<file path="config.mk">
export PLATFORM = sky130hd
export DESIGN_NAME = pipe_rca_adder_flat
export DESIGN_NICKNAME = d
export VERILOG_FILES = /design/src/rtl/pipe_rca_pkg.sv /design/src/rtl/pipe_rca_adder_if.sv /design/src/rtl/full_adder.sv /design/src/rtl/rca_segment.sv /design/src/rtl/pipe_rca_adder.sv /design/src/flat_wrapper.sv
export SDC_FILE = /design/constraint.sdc
export NUM_CORES = 1
export LEC_CHECK = 0
export ABC_AREA = 1
export CAP_MARGIN = 20
export CELL_PAD_IN_SITES_DETAIL_PLACEMENT = 0
export CELL_PAD_IN_SITES_GLOBAL_PLACEMENT = 1
export CORE_ASPECT_RATIO = 0.5
export CORE_MARGIN = 3
export CORE_UTILIZATION = 41
export CTS_CLUSTER_SIZE = 28
export DETAILED_ROUTE_END_ITERATION = 8
export GPL_ROUTABILITY_DRIVEN = 1
export PLACE_DENSITY = 0.77
export SYNTH_ARGS = -nofsm -noshare
export SYNTH_HDL_FRONTEND = slang
export SYNTH_HIERARCHICAL = 1
export SYNTH_SLANG_ARGS = --single-unit
</file>
<file path="constraint.sdc">
create_clock -name i_clk -period 5 [get_ports i_clk]
set_input_delay 0.5 -clock i_clk [delete_from_list [all_inputs] [get_ports i_clk]]
set_output_delay 0.5 -clock i_clk [all_outputs]
set_load 0.01 [all_outputs]
</file>
<file path="src/rtl/pipe_rca_pkg.sv">
// rtl/pipe_rca_pkg.sv - stage record and stage-count helper for pipe_rca_adder
// The msb_cin field exists only when PIPE_RCA_ADDER_OVF_EN is defined.
package pipe_rca_pkg;
    localparam int MAX_WIDTH = 128;

    function automatic int calc_nstage(input int width, input int seg_width);
        return (width + seg_width - 1) / seg_width;
    endfunction

    // Fields are sized for the widest legal operand; bits above WIDTH stay zero.
    typedef struct packed {
        logic                 valid;
        logic                 carry;
`ifdef PIPE_RCA_ADDER_OVF_EN
        logic                 msb_cin;
`endif
        logic [MAX_WIDTH-1:0] sum;
        logic [MAX_WIDTH-1:0] a;
        logic [MAX_WIDTH-1:0] b;
    } stage_t;
endpackage

</file>
<file path="src/rtl/pipe_rca_adder_if.sv">
// rtl/pipe_rca_adder_if.sv - operand/result handshake bundle for pipe_rca_adder
// o_ovf is present only when PIPE_RCA_ADDER_OVF_EN is defined.
interface pipe_rca_adder_if #(
    parameter int WIDTH = 30
);
    logic             i_valid;
    logic             o_ready;
    logic [WIDTH-1:0] i_add_term1;
    logic [WIDTH-1:0] i_add_term2;
    logic             i_sub;
    logic             o_valid;
    logic             i_ready;
    logic [WIDTH:0]   o_result;
`ifdef PIPE_RCA_ADDER_OVF_EN
    logic             o_ovf;

    modport master (
        output i_valid, i_add_term1, i_add_term2, i_sub, i_ready,
        input  o_ready, o_valid, o_result, o_ovf
    );
    modport slave (
        input  i_valid, i_add_term1, i_add_term2, i_sub, i_ready,
        output o_ready, o_valid, o_result, o_ovf
    );
`else
    modport master (
        output i_valid, i_add_term1, i_add_term2, i_sub, i_ready,
        input  o_ready, o_valid, o_result
    );
    modport slave (
        input  i_valid, i_add_term1, i_add_term2, i_sub, i_ready,
        output o_ready, o_valid, o_result
    );
`endif
endinterface

</file>
<file path="src/rtl/full_adder.sv">
// rtl/full_adder.sv - single-bit full adder cell
module full_adder (
    input  logic a,
    input  logic b,
    input  logic cin,
    output logic sum,
    output logic cout
);
    assign sum  = a ^ b ^ cin;
    assign cout = (a & b) | (cin & (a ^ b));
endmodule

</file>
<file path="src/rtl/rca_segment.sv">
// rtl/rca_segment.sv - combinational ripple-carry segment built from full_adder cells
module rca_segment #(
    parameter int SEG_WIDTH = 8
) (
    input  logic [SEG_WIDTH-1:0] a,
    input  logic [SEG_WIDTH-1:0] b,
    input  logic                 cin,
    output logic [SEG_WIDTH-1:0] sum,
    output logic                 cout,
    output logic                 msb_cin
);
    logic [SEG_WIDTH:0] c;

    assign c[0] = cin;

    for (genvar i = 0; i < SEG_WIDTH; i++) begin : g_bit
        full_adder u_fa (
            .a    (a[i]),
            .b    (b[i]),
            .cin  (c[i]),
            .sum  (sum[i]),
            .cout (c[i+1])
        );
    end

    assign cout    = c[SEG_WIDTH];
    assign msb_cin = c[SEG_WIDTH-1];
endmodule

</file>
<file path="src/rtl/pipe_rca_adder.sv">
// rtl/pipe_rca_adder.sv - pipelined ripple-carry adder/subtractor, one registered segment per stage
// Defining PIPE_RCA_ADDER_OVF_EN adds the signed-overflow output o_ovf.
module pipe_rca_adder
    import pipe_rca_pkg::*;
#(
    parameter int WIDTH     = 30,
    parameter int SEG_WIDTH = 8
) (
    input  logic            i_clk,
    input  logic            i_rst,
    pipe_rca_adder_if.slave bus
);
    localparam int NSTAGE = calc_nstage(WIDTH, SEG_WIDTH);

    logic   advance;
    logic   out_valid;
    stage_t in_rec;
    stage_t out_rec;
    stage_t st_q [NSTAGE];

    // Subtraction folds into the add: B is inverted here and the +1 enters as segment 0's carry-in.
    always_comb begin
        in_rec               = '0;
        in_rec.valid         = bus.i_valid;
        in_rec.carry         = bus.i_sub;
        in_rec.a[WIDTH-1:0]  = bus.i_add_term1;
        in_rec.b[WIDTH-1:0]  = bus.i_sub ? ~bus.i_add_term2 : bus.i_add_term2;
    end

    for (genvar k = 0; k < NSTAGE; k++) begin : g_stage
        localparam int LO = k * SEG_WIDTH;
        localparam int SW = ((WIDTH - LO) < SEG_WIDTH) ? (WIDTH - LO) : SEG_WIDTH;

        stage_t        src;
        stage_t        st_d;
        logic [SW-1:0] seg_sum;
        logic          seg_cout;
        logic          seg_msb_cin;

        if (k == 0) begin : g_src_in
            assign src = in_rec;
        end else begin : g_src_prev
            assign src = st_q[k-1];
        end

        rca_segment #(.SEG_WIDTH(SW)) u_seg (
            .a       (src.a[LO +: SW]),
            .b       (src.b[LO +: SW]),
            .cin     (src.carry),
            .sum     (seg_sum),
            .cout    (seg_cout),
            .msb_cin (seg_msb_cin)
        );

        always_comb begin
            st_d                = src;
            st_d.sum[LO +: SW]  = seg_sum;
            st_d.carry          = seg_cout;
`ifdef PIPE_RCA_ADDER_OVF_EN
            st_d.msb_cin        = seg_msb_cin;
`endif
        end

`ifndef PIPE_RCA_ADDER_OVF_EN
        logic unused_msb;
        assign unused_msb = seg_msb_cin;
`endif

        // The whole pipe moves as one; a bubble simply carries valid=0 forward.
        always_ff @(posedge i_clk) begin
            if (i_rst) begin
                st_q[k] <= '0;
            end else if (advance) begin
                st_q[k] <= st_d;
            end
        end
    end

    assign out_rec      = st_q[NSTAGE-1];
    assign out_valid    = out_rec.valid & ~i_rst;
    assign bus.o_valid  = out_valid;
    assign bus.o_ready  = ~out_valid | bus.i_ready;
    assign advance      = bus.o_ready;
    assign bus.o_result = i_rst ? '0 : {out_rec.carry, out_rec.sum[WIDTH-1:0]};

`ifdef PIPE_RCA_ADDER_OVF_EN
    assign bus.o_ovf = ~i_rst & (out_rec.msb_cin ^ out_rec.carry);
`endif

    logic unused_out;
    assign unused_out = ^{out_rec.a, out_rec.b, out_rec.sum};
endmodule

</file>
<file path="src/flat_wrapper.sv">
// flat-port wrapper written by rule: the top's interface ports become plain ports
module pipe_rca_adder_flat import pipe_rca_pkg::*;
#(
    parameter int WIDTH     = 30,
    parameter int SEG_WIDTH = 8
)
  (i_clk, i_rst, bus_i_valid, bus_i_add_term1, bus_i_add_term2, bus_i_sub, bus_i_ready, bus_o_ready, bus_o_valid, bus_o_result);
  pipe_rca_adder_if #(.WIDTH(WIDTH)) bus_i ();
  input  logic i_clk;
  input  logic i_rst;
  input wire logic [$bits(bus_i.i_valid)-1:0] bus_i_valid;
  input wire logic [$bits(bus_i.i_add_term1)-1:0] bus_i_add_term1;
  input wire logic [$bits(bus_i.i_add_term2)-1:0] bus_i_add_term2;
  input wire logic [$bits(bus_i.i_sub)-1:0] bus_i_sub;
  input wire logic [$bits(bus_i.i_ready)-1:0] bus_i_ready;
  output wire logic [$bits(bus_i.o_ready)-1:0] bus_o_ready;
  output wire logic [$bits(bus_i.o_valid)-1:0] bus_o_valid;
  output wire logic [$bits(bus_i.o_result)-1:0] bus_o_result;
  assign bus_i.i_valid = bus_i_valid;
  assign bus_i.i_add_term1 = bus_i_add_term1;
  assign bus_i.i_add_term2 = bus_i_add_term2;
  assign bus_i.i_sub = bus_i_sub;
  assign bus_i.i_ready = bus_i_ready;
  assign bus_o_ready = bus_i.o_ready;
  assign bus_o_valid = bus_i.o_valid;
  assign bus_o_result = bus_i.o_result;
  pipe_rca_adder #(.WIDTH(WIDTH), .SEG_WIDTH(SEG_WIDTH)) u_core (.i_clk(i_clk), .i_rst(i_rst), .bus(bus_i));
endmodule
</file>
Word level (Yosys, flattened, before mapping)

Memory sizes are Yosys's and may differ from the RTL's.
Cells that the tools add are included.

Flip-flop bits (word level): 0
Input port bits: 65
Output and inout port bits: 33
Latch bits: 0
Memory bits (writable): 1544
Logic and storage cells: 171
Bits in read-only memories: 0
Memories: 1

Div/mod/pow operators: 0
Add/sub/neg operators: 0
Shift operators: 0
Multiplexer cells: 11
Bitwise gates (word level): 159
Multiply operators: 0
Reductions and logical operators: 0
Order comparisons: 0
Equal/unequal tests: 0

Memories:

| memory      | depth | width | read ports | clocked after memory_dff | wr ports | RTL line             | source |
|---|---|---|---|---|---|---|---|
| u_core.st_q | 4     | 386   | 4          | 0                        | 4        | pipe_rca_adder.sv:19 | `stage_t st_q [NSTAGE];` |

Operators with widths:

| cell          | number |
|---|---|
| $mux W386     | 4 |
| $and A1 B1 Y1 | 61 |
| $xor A1 B1 Y1 | 60 |
| $or A1 B1 Y1  | 35 |
| $mux W31      | 1 |
| $mux W30      | 1 |
| $not A30 Y30  | 1 |
| $mux W1       | 5 |
| $not A1 Y1    | 2 |

Logic depth before layout (Yosys ltp)

Depth in word-level cells: 20
Gate-level depth with buffers: 12
Mapped depth without buffers: 11

By module

The synthesis kept the hierarchy.

By module, submodules not included:

| module         | sequential area each (um2) | cells an instance | times used | area an instance (um2) |
|---|---|---|---|---|
| pipe_rca_adder | 5104.9                     | 681               | 1          | 8015.2 |
| full_adder     | 0.0                        | 1                 | 30         | 20.0 |

Worst setup path before layout

Ideal clock, no wire load.

Path type: input port to flip-flop
From: in i_rst
To: mem u_core/st_q[0][10] in the netlist's numbering (enable)
Path buffers: 1
Slack: -0.090 ns
Arrival: 3.706 ns
Library setup time: 1.384 ns
Stages: 3
Required time: 3.616 ns
Path through: buf_2 nor2_1 nand2_1

RTL lines:

| item            | RTL line             | source |
|---|---|---|
| start, declared | flat_wrapper.sv:10   | `input logic i_rst;` |
| end, declared   | pipe_rca_adder.sv:19 |  |

==> impl_metrics.toml <==
[placed_design]
port_buffers = 97
gp_congestion = 0.746
placed_area_um2 = 9710
place_inst = 1052
hpwl_um = 7850

[clock_tree]
postCtsSetupBuffers = 0
clk_path_buf_depth = 2
hold_buffers = 0
cts_resized = 0
insertion_delay_ns = 0.42
clk_transition_reported_paths_ns = 0.06
cts-root-buf = "clkbuf_16"
numCtsBuffers = 17
cts-htree-levels = 4
cts_tree = "built"
numClockSinks = 170

[job]
maxCapViolCount = 0

[route]
viasPerCell = 4.04
vias = 4374
drtPass1Iterations = 4
drcViolationCount = 0
detail_route.wl_per_cell_um = 11.1
drt_wl_total_um = 12000
drt_iter0_markers = 163
ant_nets = 0

[timing]
setup_viol = 0
slew_headroom_pct = 47.9
hold_viol_final = 0
fin_worst_skew_ns = 0.00789
finalSetupTns_ns = 0
tightest_slew_ns = 0.781
rsz0062_at_grt = "no"
hold_ws_ns = 0.546
post-route-period-util_pct = 87.5
fin_crit_ns = 4.38
final_max_slew_viol_count = 0
max_clock_freq_mhz = 229

[logic_synthesis]
ys_seq_elements = 170
syn_nets = 806
netlist_instances = 711
ys_top_cells_by_area = "edfxtp_1 59%, nor2_4 13%, inv_1 8.9%"
ys_types = 12
synthesis.yosys.warnings = 6
seq_area_frac_synth_pct = 59.3
avgSynthCellArea_um2 = 12.1
synth_top_cell_by_area = "edfxtp_1"
synth_area_um2 = 8620
synth_top_cell_area_share_pct = 59.3

[outcome]
outcome = "finished, final reports clean"

[worst_setup_path]
critPathCaptureType = "flop"
crit_buf_inv = 2
crit_type = "in -> reg"
crit_path_frequent_cell = "fa_1"
path_max_fanout = 4
timing.rr.end = "u_core/st_q[2][279]$_SDFFCE_PN0P_"
crit_family = "adder cells"
reg2reg_slack_ns = 0.98
regToRegStartpoint = "u_core/st_q[1][144]$_SDFFCE_PN0P_"
rr_worst_depth = 10
cp-start-kind = "input port"
crit_required_ns = 5.16
critPathMaxStageDelay_ns = 0.51
crit_slowest_cell = "clkdlybuf4s50_1"
path_cells = "clkdlybuf4s50_1 > xor2_1 > fa_1 > fa_1 > fa_1 > fa_1 > fa_1 > fa_1 > fa_1 > fa_1 > inv_1 > nor2_4"
cp.arrival_ns = 4.53

[grt]
grt_max_degree = 101
grt_pass1_vias = 4290
grt_overflow_total = 0
track_usage_pct = 11.3
antenna_found_initial = 0
grt_pass1_wl_um = 20300

[floorplanning]
core-area_um2 = 20000
die_h_um = 109
ioPinCount = 98
core.rowCount = 36
dieArea_um2 = 22900
die_x_um = 211
initial_core_util_pct = 43.0

[final_layout]
fin_cells = 1084
largest_register_ffs = 170
drive_above_1_share_pct = 16.9
area_growth_syn_to_layout_pct = 19.4
final_nets = 900
max_flop_register = "u_core/st_q"
top_regs = "u_core/st_q x170"
fin_area_um2 = 10300
num_antenna_cells = 0

[power_and_ir_drop]
p_leak_nw = 4.21
ir_worst_vdd_uv = 195
p_per_area_nw_per_um2 = 334

[hold_path]
min_to = "u_core/st_q[2][267]$_SDFFCE_PN0P_"
hold_class = "reg -> reg"
min_from = "u_core/st_q[1][267]$_SDFFCE_PN0P_"
min_path_cells = 2
-- report_power, final --
part | internal [mW] | total (mW) | leakage [nW] | switching, mW
Sequential | 1.70 | 1.73 | 2.02 | 0.0362
Combinational | 0.186 | 0.424 | 1.92 | 0.238
Clock | 0.739 | 1.28 | 0.275 | 0.538
Total | 2.62 | 3.43 | 4.21 | 0.812
-- worst min-delay path, cell delays in order (launching register included) --
cell	delay [ns]
edfxtp_1	0.32
inv_1	0.04
nor2_1	0.08
-- worst max-delay path by stage --
stage,from,to,cells after the start
6_report,bus_i_sub,u_core/st_q[0][263]$_SDFFCE_PN0P_,12
5_1_grt,bus_i_sub,u_core/st_q[0][263]$_SDFFCE_PN0P_,12
4_1_cts,bus_i_sub,u_core/st_q[0][263]$_SDFFCE_PN0P_,12
3_5_place_dp,bus_i_sub,u_core/st_q[0][263]$_SDFFCE_PN0P_,12
3_3_place_gp,bus_i_sub,u_core/st_q[0][263]$_SDFFCE_PN0P_,12
2_1_floorplan,bus_i_sub,u_core/st_q[0][263]$_SDFFCE_PN0P_,12
-- cells in the mapped netlist (all sizes together) --
cell type / number
clkbuf: 7
fa: 30
inv: 204
o21bai: 1
buf: 21
nand2: 68
edfxtp: 170
xor2: 8
nor2: 202
-- layout by cell type (no fill, tap or decap), drive strengths merged --
cell / n
o21bai: 1
buf: 6
clkbuf: 18
bufinv: 2
edfxtp: 170
clkinv: 4
fa: 30
clkinvlp: 3
clkdlybuf4s50: 97
nor2: 202
nand2: 68
inv: 209
xor2: 8
-- cell families (layout without fill, tap and decap cells) --
kind of cell | after synthesis | count (layout) | synth area share, %
fa+ha+maj | 30 | 30 | 6.97
flops | 170 | 170 | 59.3
simple gates | 270 | 270 | 20.5
xor+xnor | 8 | 8 | 0.813
compound gates | 1 | 1 | 0.0872
buf+inv | 232 | 339 | 12.4
-- metal layers --
metal / GRT usage (%) / wire length (um) / up-vias / part of all wire [%]
met4: 4.01 / 139 / 0 / 1.2
met1: 13.4 / 5350 / 2039 / 44
met2: 20.0 / 6190 / 44 / 51
li1: - / - / 2279 / -
met3: 3.22 / 347 / 12 / 2.9
met5: 0 / 0 / - / 0
-- cell type report --
class | count | area (um2)
multi-input combinational | 309 | 2470
inverter | 204 | 766
clock buffer | 18 | 429
clock inverter | 14 | 145
tap | 266 | 333
timing repair buffer | 103 | 1040
sequential | 170 | 5100
fill | 1751 | 9760
-- metrics by stage --
stage / utilization, % / total power [mW] / setup slack (ns)
global placement: 48.5 / 2.19 / 0.223
finish: 51.3 / 3.43 / 0.625
global route: 51.3 / 3.60 / 0.466
floorplan: - / 2.09 / 0.646
CTS: 51.3 / 3.49 / 0.634
detailed placement: 48.5 / 2.20 / 0.181
(Power assumes the default switching activity.)
